File: config.mk
export PLATFORM = sky130hd
export DESIGN_NAME = chroma_upsampling
export DESIGN_NICKNAME = d
export VERILOG_FILES = /design/src/rtl/chroma_upsampling.sv
export SDC_FILE = /design/constraint.sdc
export NUM_CORES = 2
export LEC_CHECK = 0
export BUFFER_PORTS_ARGS = -buffer_cell sky130_fd_sc_hd__buf_2
export CAP_MARGIN = 20
export CORE_ASPECT_RATIO = 0.6
export CORE_UTILIZATION = 45
export CTS_CLUSTER_DIAMETER = 150
export DETAILED_ROUTE_END_ITERATION = 10
export PLACE_DENSITY = 0.56
export SLEW_MARGIN = 30
export SYNTH_ARGS = -nofsm -noshare
export SYNTH_HDL_FRONTEND = slang
export SYNTH_SLANG_ARGS = --single-unit
export TNS_END_PERCENT = 1
File: constraint.sdc
create_clock -name aclk -period 4.9 [get_ports aclk]
set_clock_uncertainty 0.1 [all_clocks]
set_input_delay 0.98 -clock aclk [delete_from_list [all_inputs] [get_ports aclk]]
set_output_delay 0.98 -clock aclk [all_outputs]
set_load 0.05 [all_outputs]
File: src/rtl/chroma_upsampling.sv
// 4:2:0 -> 4:4:4 chroma upsampler for one 16x16 MCU: buffers 384 input samples,
// then replays Y directly and each chroma sample into its 2x2 block (768 beats).
module chroma_upsampling #(
  parameter int DATA_WIDTH = 8
) (
  input  logic                  aclk,
  input  logic                  aresetn,
  input  logic [DATA_WIDTH-1:0] s_axis_tdata,
  input  logic                  s_axis_tvalid,
  output logic                  s_axis_tready,
  input  logic                  s_axis_tlast,
  output logic [DATA_WIDTH-1:0] m_axis_tdata,
  output logic                  m_axis_tvalid,
  input  logic                  m_axis_tready,
  output logic                  m_axis_tlast,
  output logic                  len_err
);

  localparam logic [8:0] LAST_IN  = 9'd383;
  localparam logic [9:0] LAST_OUT = 10'd767;

  typedef enum logic [1:0] {IDLE, RECEIVE, SEND} state_t;

  state_t                state, state_nx;
  logic [DATA_WIDTH-1:0] in_buf [0:383];
  logic [8:0]            rx_cnt;
  logic [9:0]            out_ptr;
  logic [8:0]            src;
  logic                  in_fire, out_fire;

  assign in_fire  = s_axis_tvalid && (state == RECEIVE);
  assign out_fire = m_axis_tready && (state == SEND);

  always_comb begin
    state_nx      = state;
    s_axis_tready = 1'b0;
    m_axis_tvalid = 1'b0;
    m_axis_tlast  = 1'b0;
    case (state)
      IDLE: state_nx = RECEIVE;
      RECEIVE: begin
        s_axis_tready = 1'b1;
        if (in_fire && (s_axis_tlast || rx_cnt == LAST_IN)) state_nx = SEND;
      end
      SEND: begin
        m_axis_tvalid = 1'b1;
        m_axis_tlast  = (out_ptr == LAST_OUT);
        if (out_fire && out_ptr == LAST_OUT) state_nx = IDLE;
      end
      default: state_nx = IDLE;
    endcase
  end

  // out_ptr[9:8] selects the plane; within a chroma plane, row>>1 is p[7:5]
  // and col>>1 is p[3:1], so the 8x8 source offset is just their concatenation.
  always_comb begin
    unique case (out_ptr[9:8])
      2'd0:    src = {1'b0, out_ptr[7:0]};
      2'd1:    src = 9'd256 + {3'b000, out_ptr[7:5], out_ptr[3:1]};
      default: src = 9'd320 + {3'b000, out_ptr[7:5], out_ptr[3:1]};
    endcase
    m_axis_tdata = (src < rx_cnt) ? in_buf[src] : '0;
  end

  always_ff @(posedge aclk) begin
    if (!aresetn) begin
      state   <= IDLE;
      rx_cnt  <= '0;
      out_ptr <= '0;
      len_err <= 1'b0;
    end else begin
      state <= state_nx;
      case (state)
        IDLE: begin
          rx_cnt  <= '0;
          out_ptr <= '0;
        end
        RECEIVE: begin
          if (in_fire) begin
            rx_cnt <= rx_cnt + 9'd1;
            if (rx_cnt == LAST_IN)  len_err <= ~s_axis_tlast;
            else if (s_axis_tlast)  len_err <= 1'b1;
            else if (rx_cnt == '0)  len_err <= 1'b0;
          end
        end
        SEND: if (out_fire) out_ptr <= out_ptr + 10'd1;
        default: ;
      endcase
    end
  end

  always_ff @(posedge aclk) begin
    if (in_fire) in_buf[rx_cnt] <= s_axis_tdata;
  end

endmodule
==> results by group <==
Run status
  • Outcome: finished with violations
  • Failing checks: negative setup slack

Synth
  • Seq/Total Area, Yosys: 75.55%
  • Distinct cells, synth: 95
  • Post-synth top area share: 75.19%
  • Most common cell in the netlist: edfxtp_1
  • Adder-cell share of the synthesized area: 0.1428%
  • Syn Nets: 8496
  • Synth area leaders: edfxtp_1, nand2_1, mux2i_1, nor2_1, nand3_1
  • Ys Warns: 0
  • Post-synthesis xor/xnor area fraction: 0.02855%
  • Post-Synth Simple-Gate Area: 10.77%
  • Post-synthesis cell count: 8469
  • Largest family of logic cells by synthesized area: simple AND/OR/NAND/NOR gates
  • Post-synthesis mux area share: 2.689%
  • EDFF count, synth: 3072
  • Synth async-reset ratio: 0%
  • Main synth FF type: edfxtp_1
  • Syn_area_per_cell: 14.49 sq um
  • Compound-Gate Fraction of Synth Area: 8.368%
  • FF+latch count, synth: 3094
  • Most frequent cells after synthesis: edfxtp_1, nand2_1, nor2_1
  • Post-synth top area cell: edfxtp_1
  • Synthesized area: 122700 sq um

STA
  • RSZ-0062 raised after global routing: true
  • Min Tclk post-route: 6180 ps
  • # setup viols final: 8
  • Slew Viols, Final: 0
  • Final WS setup: -1280 ps
  • Final hold vios: 0
  • Rel. slew slack: 27.16%
  • Period Utilization, post-route: 126.1%
  • Slew @ Worst Pin: 1093 ps
  • FMAX: 161.8 MHz

Critical path
  • Critical Path AT: 5100 ps
  • Crit-path slowest cell: o211ai_1
  • CP Launch Type: register
  • CP cell instances: buf_12, o21a_2, buf_12, nor2_4, buf_12, buf_12, a21oi_1, o311ai_2, a32o_2, buf_6, o2111ai_4, o211ai_1, buf_4, nor4_4, buf_4, buf_12
  • WP data required: 3820 ps
  • Critical path endpoint category: output pin
  • Most used cell, CP: buf_12
  • Critical path's largest stage delay: 690 ps
  • Worst-path maximum fanout: 29
  • Worst Path Class, Setup: reg -> out

Routing
  • Drt total wl: 456.2 mm
  • Final ANT Viol Nets: 0
  • Drt first pass iters: 6
  • Via count: 85736
  • DRC Markers: 0
  • DR vias/cell: 6.431
  • Routed length per instance: 34.22 microns
  • Initial DRC count: 15384

Layout
  • Syn-to-layout area delta: 20.12%
  • Final #Nets: 9534
  • # fillers: 21943
  • Post-route cell area: 147400 sq um
  • Share of layout cells above drive strength 1: 20.15%

Pwr
  • Combinational share of power: 1.9%
  • Sw Ratio: 20.62%
  • Internal power: 41720 uW
  • Clock power share: 42.8%
  • Peak supply drop: 0.3720 mV
  • Leak Pwr: 0.04835 uW
  • Sw Pwr: 10840 uW
  • Pwr/cell area: 356.7 nW/um^2
  • Flop pwr share: 55.3%

Clock tree
  • H-tree depth: 5
  • Max Root-Sink Buffers: 4
  • CTS tree: yes
  • CTS Sinks: 3094
  • CTS buffer count: 287
  • Clk_lat worst skew: 890 ps
  • Clock-pin slew on the worst setup and hold paths: 60 ps
  • Root Buffer: clkbuf_16

Global routing
  • All-Layer GR Usage: 32.61%
  • Initial antenna violation count: 28
  • Largest net degree at the start of global routing: 126
  • Vias in the first global route: 78175
  • Remaining global-route overflow: 0
  • First-pass GRT wire length: 627.6 mm

Die
  • Die Span Y: 406.5 microns
  • Core Area: 271100 sq um
  • I/O pin count: 25
  • Row count: 148
  • Die area: 274800 sq um
  • Initial core utilization: 45.26%
  • Die width: 676.1 microns

Placed design
  • Port buffer count: 24
  • HPWL Detailed: 304.0 mm
  • Worst slack at placement: -835.3 ps
  • RD Place Congestion: 0.9387
  • Cell area after placement: 137000 sq um

Min path
  • Hold/Removal Path Class: in -> reg

Run
  • Max cap viols: 0
==> cell usage in the layout, fill, tap and decap left out, types with 34 or more instances in the layout <==
master / synthesis / layout
a211oi_1: 188 / 183
a21oi_1: 102 / 99
a22oi_1: 63 / 60
a31oi_1: 187 / 185
a32oi_1: 108 / 104
and3_1: 105 / 104
buf_12: 0 / 187
buf_4: 57 / 1122
clkbuf_1: 228 / 60
clkbuf_16: 0 / 303
clkinv_1: 3 / 61
clkinv_2: 0 / 47
edfxtp_1: 3072 / 3072
mux2i_1: 252 / 249
nand2_1: 1325 / 1307
nand3_1: 418 / 413
nand4_1: 96 / 96
nor2_1: 619 / 599
nor3_1: 334 / 322
nor4_1: 43 / 37
o21ai_0: 83 / 78
o221ai_1: 144 / 141
o22ai_1: 217 / 213
o31ai_1: 36 / 34
==> worst paths after layout <==
check | depth (start not counted) | slack (ps) | from | endpoint
worst min-delay path | 1 | 400 | s_axis_tdata[3] | in_buf[277][3]$_DFFE_PP_
worst max-delay path | 16 | -1280 | out_ptr[9]$_SDFFE_PN0P_ | m_axis_tdata[2]
worst min register to register | 2 | 460 | rx_cnt[3]$_SDFFE_PN0P_ | rx_cnt[3]$_SDFFE_PN0P_
worst max register to register | 6 | 1090 | state[0]$_SDFFE_PN0P_ | in_buf[281][2]$_DFFE_PP_
==> kinds of logic (layout without fill, tap and decap cells) <==
logic type | count (synthesis) | count (layout)
XOR/XNOR | 4 | 4
buffers and inverters | 639 | 1895
adder cells (fa/ha/maj) | 14 | 14
AND/OR/NAND/NOR | 3022 | 3022
other | 0 | 7
AO/OA/AOI/OAI | 1405 | 1405
flip-flops | 3094 | 3094
multiplexers | 291 | 291
==> worst max-delay path: cells and delay by family (launching register included) <==
kind                   cells  cell delay [ps]
AO/OA/AOI/OAI              6             1930
buffers and inverters      8             1600
flip-flops                 1              340
AND/OR/NAND/NOR            2              290
==> final cells by class <==
class	instances	area [sq um]	area share, %
diodes	7	17.52	0.01189
inverters	21	97.59	0.06622
well taps	3600	4504	3.056
repair buffers	1367	13150	8.925
multi-input cells	4736	27830	18.88
clock buffers	361	7757	5.264
clock inverters	146	1319	0.8948
flip-flops and latches	3094	92700	62.90
==> stage by stage <==
step                      util (%)  hold slack (ps)  std cells  setup TNS [ps]  power (uW)
after floorplan                  -            381.9       8469           -2140       29870
after global placement       50.50            406.7      12767           -4965       30600
after detailed placement     50.52            426.5      12768           -4850       30620
after CTS                    54.25            365.3      13315           -8500       52580
after global routing         54.36            369.3      13329           -9319       53600
final                        54.36            395.6      13332           -9111       52560
==> power groups by stage <==
stage	sequential, uW	combinational (uW)	clock [uW]
floorplan	29700	215	0
global placement	29700	946	0
detailed placement	29700	967	0
CTS	29100	982	22500
global route	29100	1040	23500
finish	29100	1010	22500
==> sequential cells by signal, indices dropped and copies added (netlist names) <==
signal   count
len_err      1
state        2
out_ptr     10
rx_cnt       9
in_buf    3072
==> per-layer routing <==
layer	routed length (microns)	GRT usage [%]	up-vias
li1	-	-	35075
met3	75070	11.96	752
met2	176100	42.04	6489
met1	190600	50.95	43402
met4	14050	8.799	18
met5	310	0	-
==> repair_timing <==
item | 4_1_cts | 5_1_grt
endpoints found under the setup margin | 8 | 8
hold buffers | 0 | 0
buffers inserted | 35 | 7
pin swaps | 27 | 15
gates resized for setup | 104 | 32
gates cloned | 6 | 2
Power figures use the tool's default switching activity.
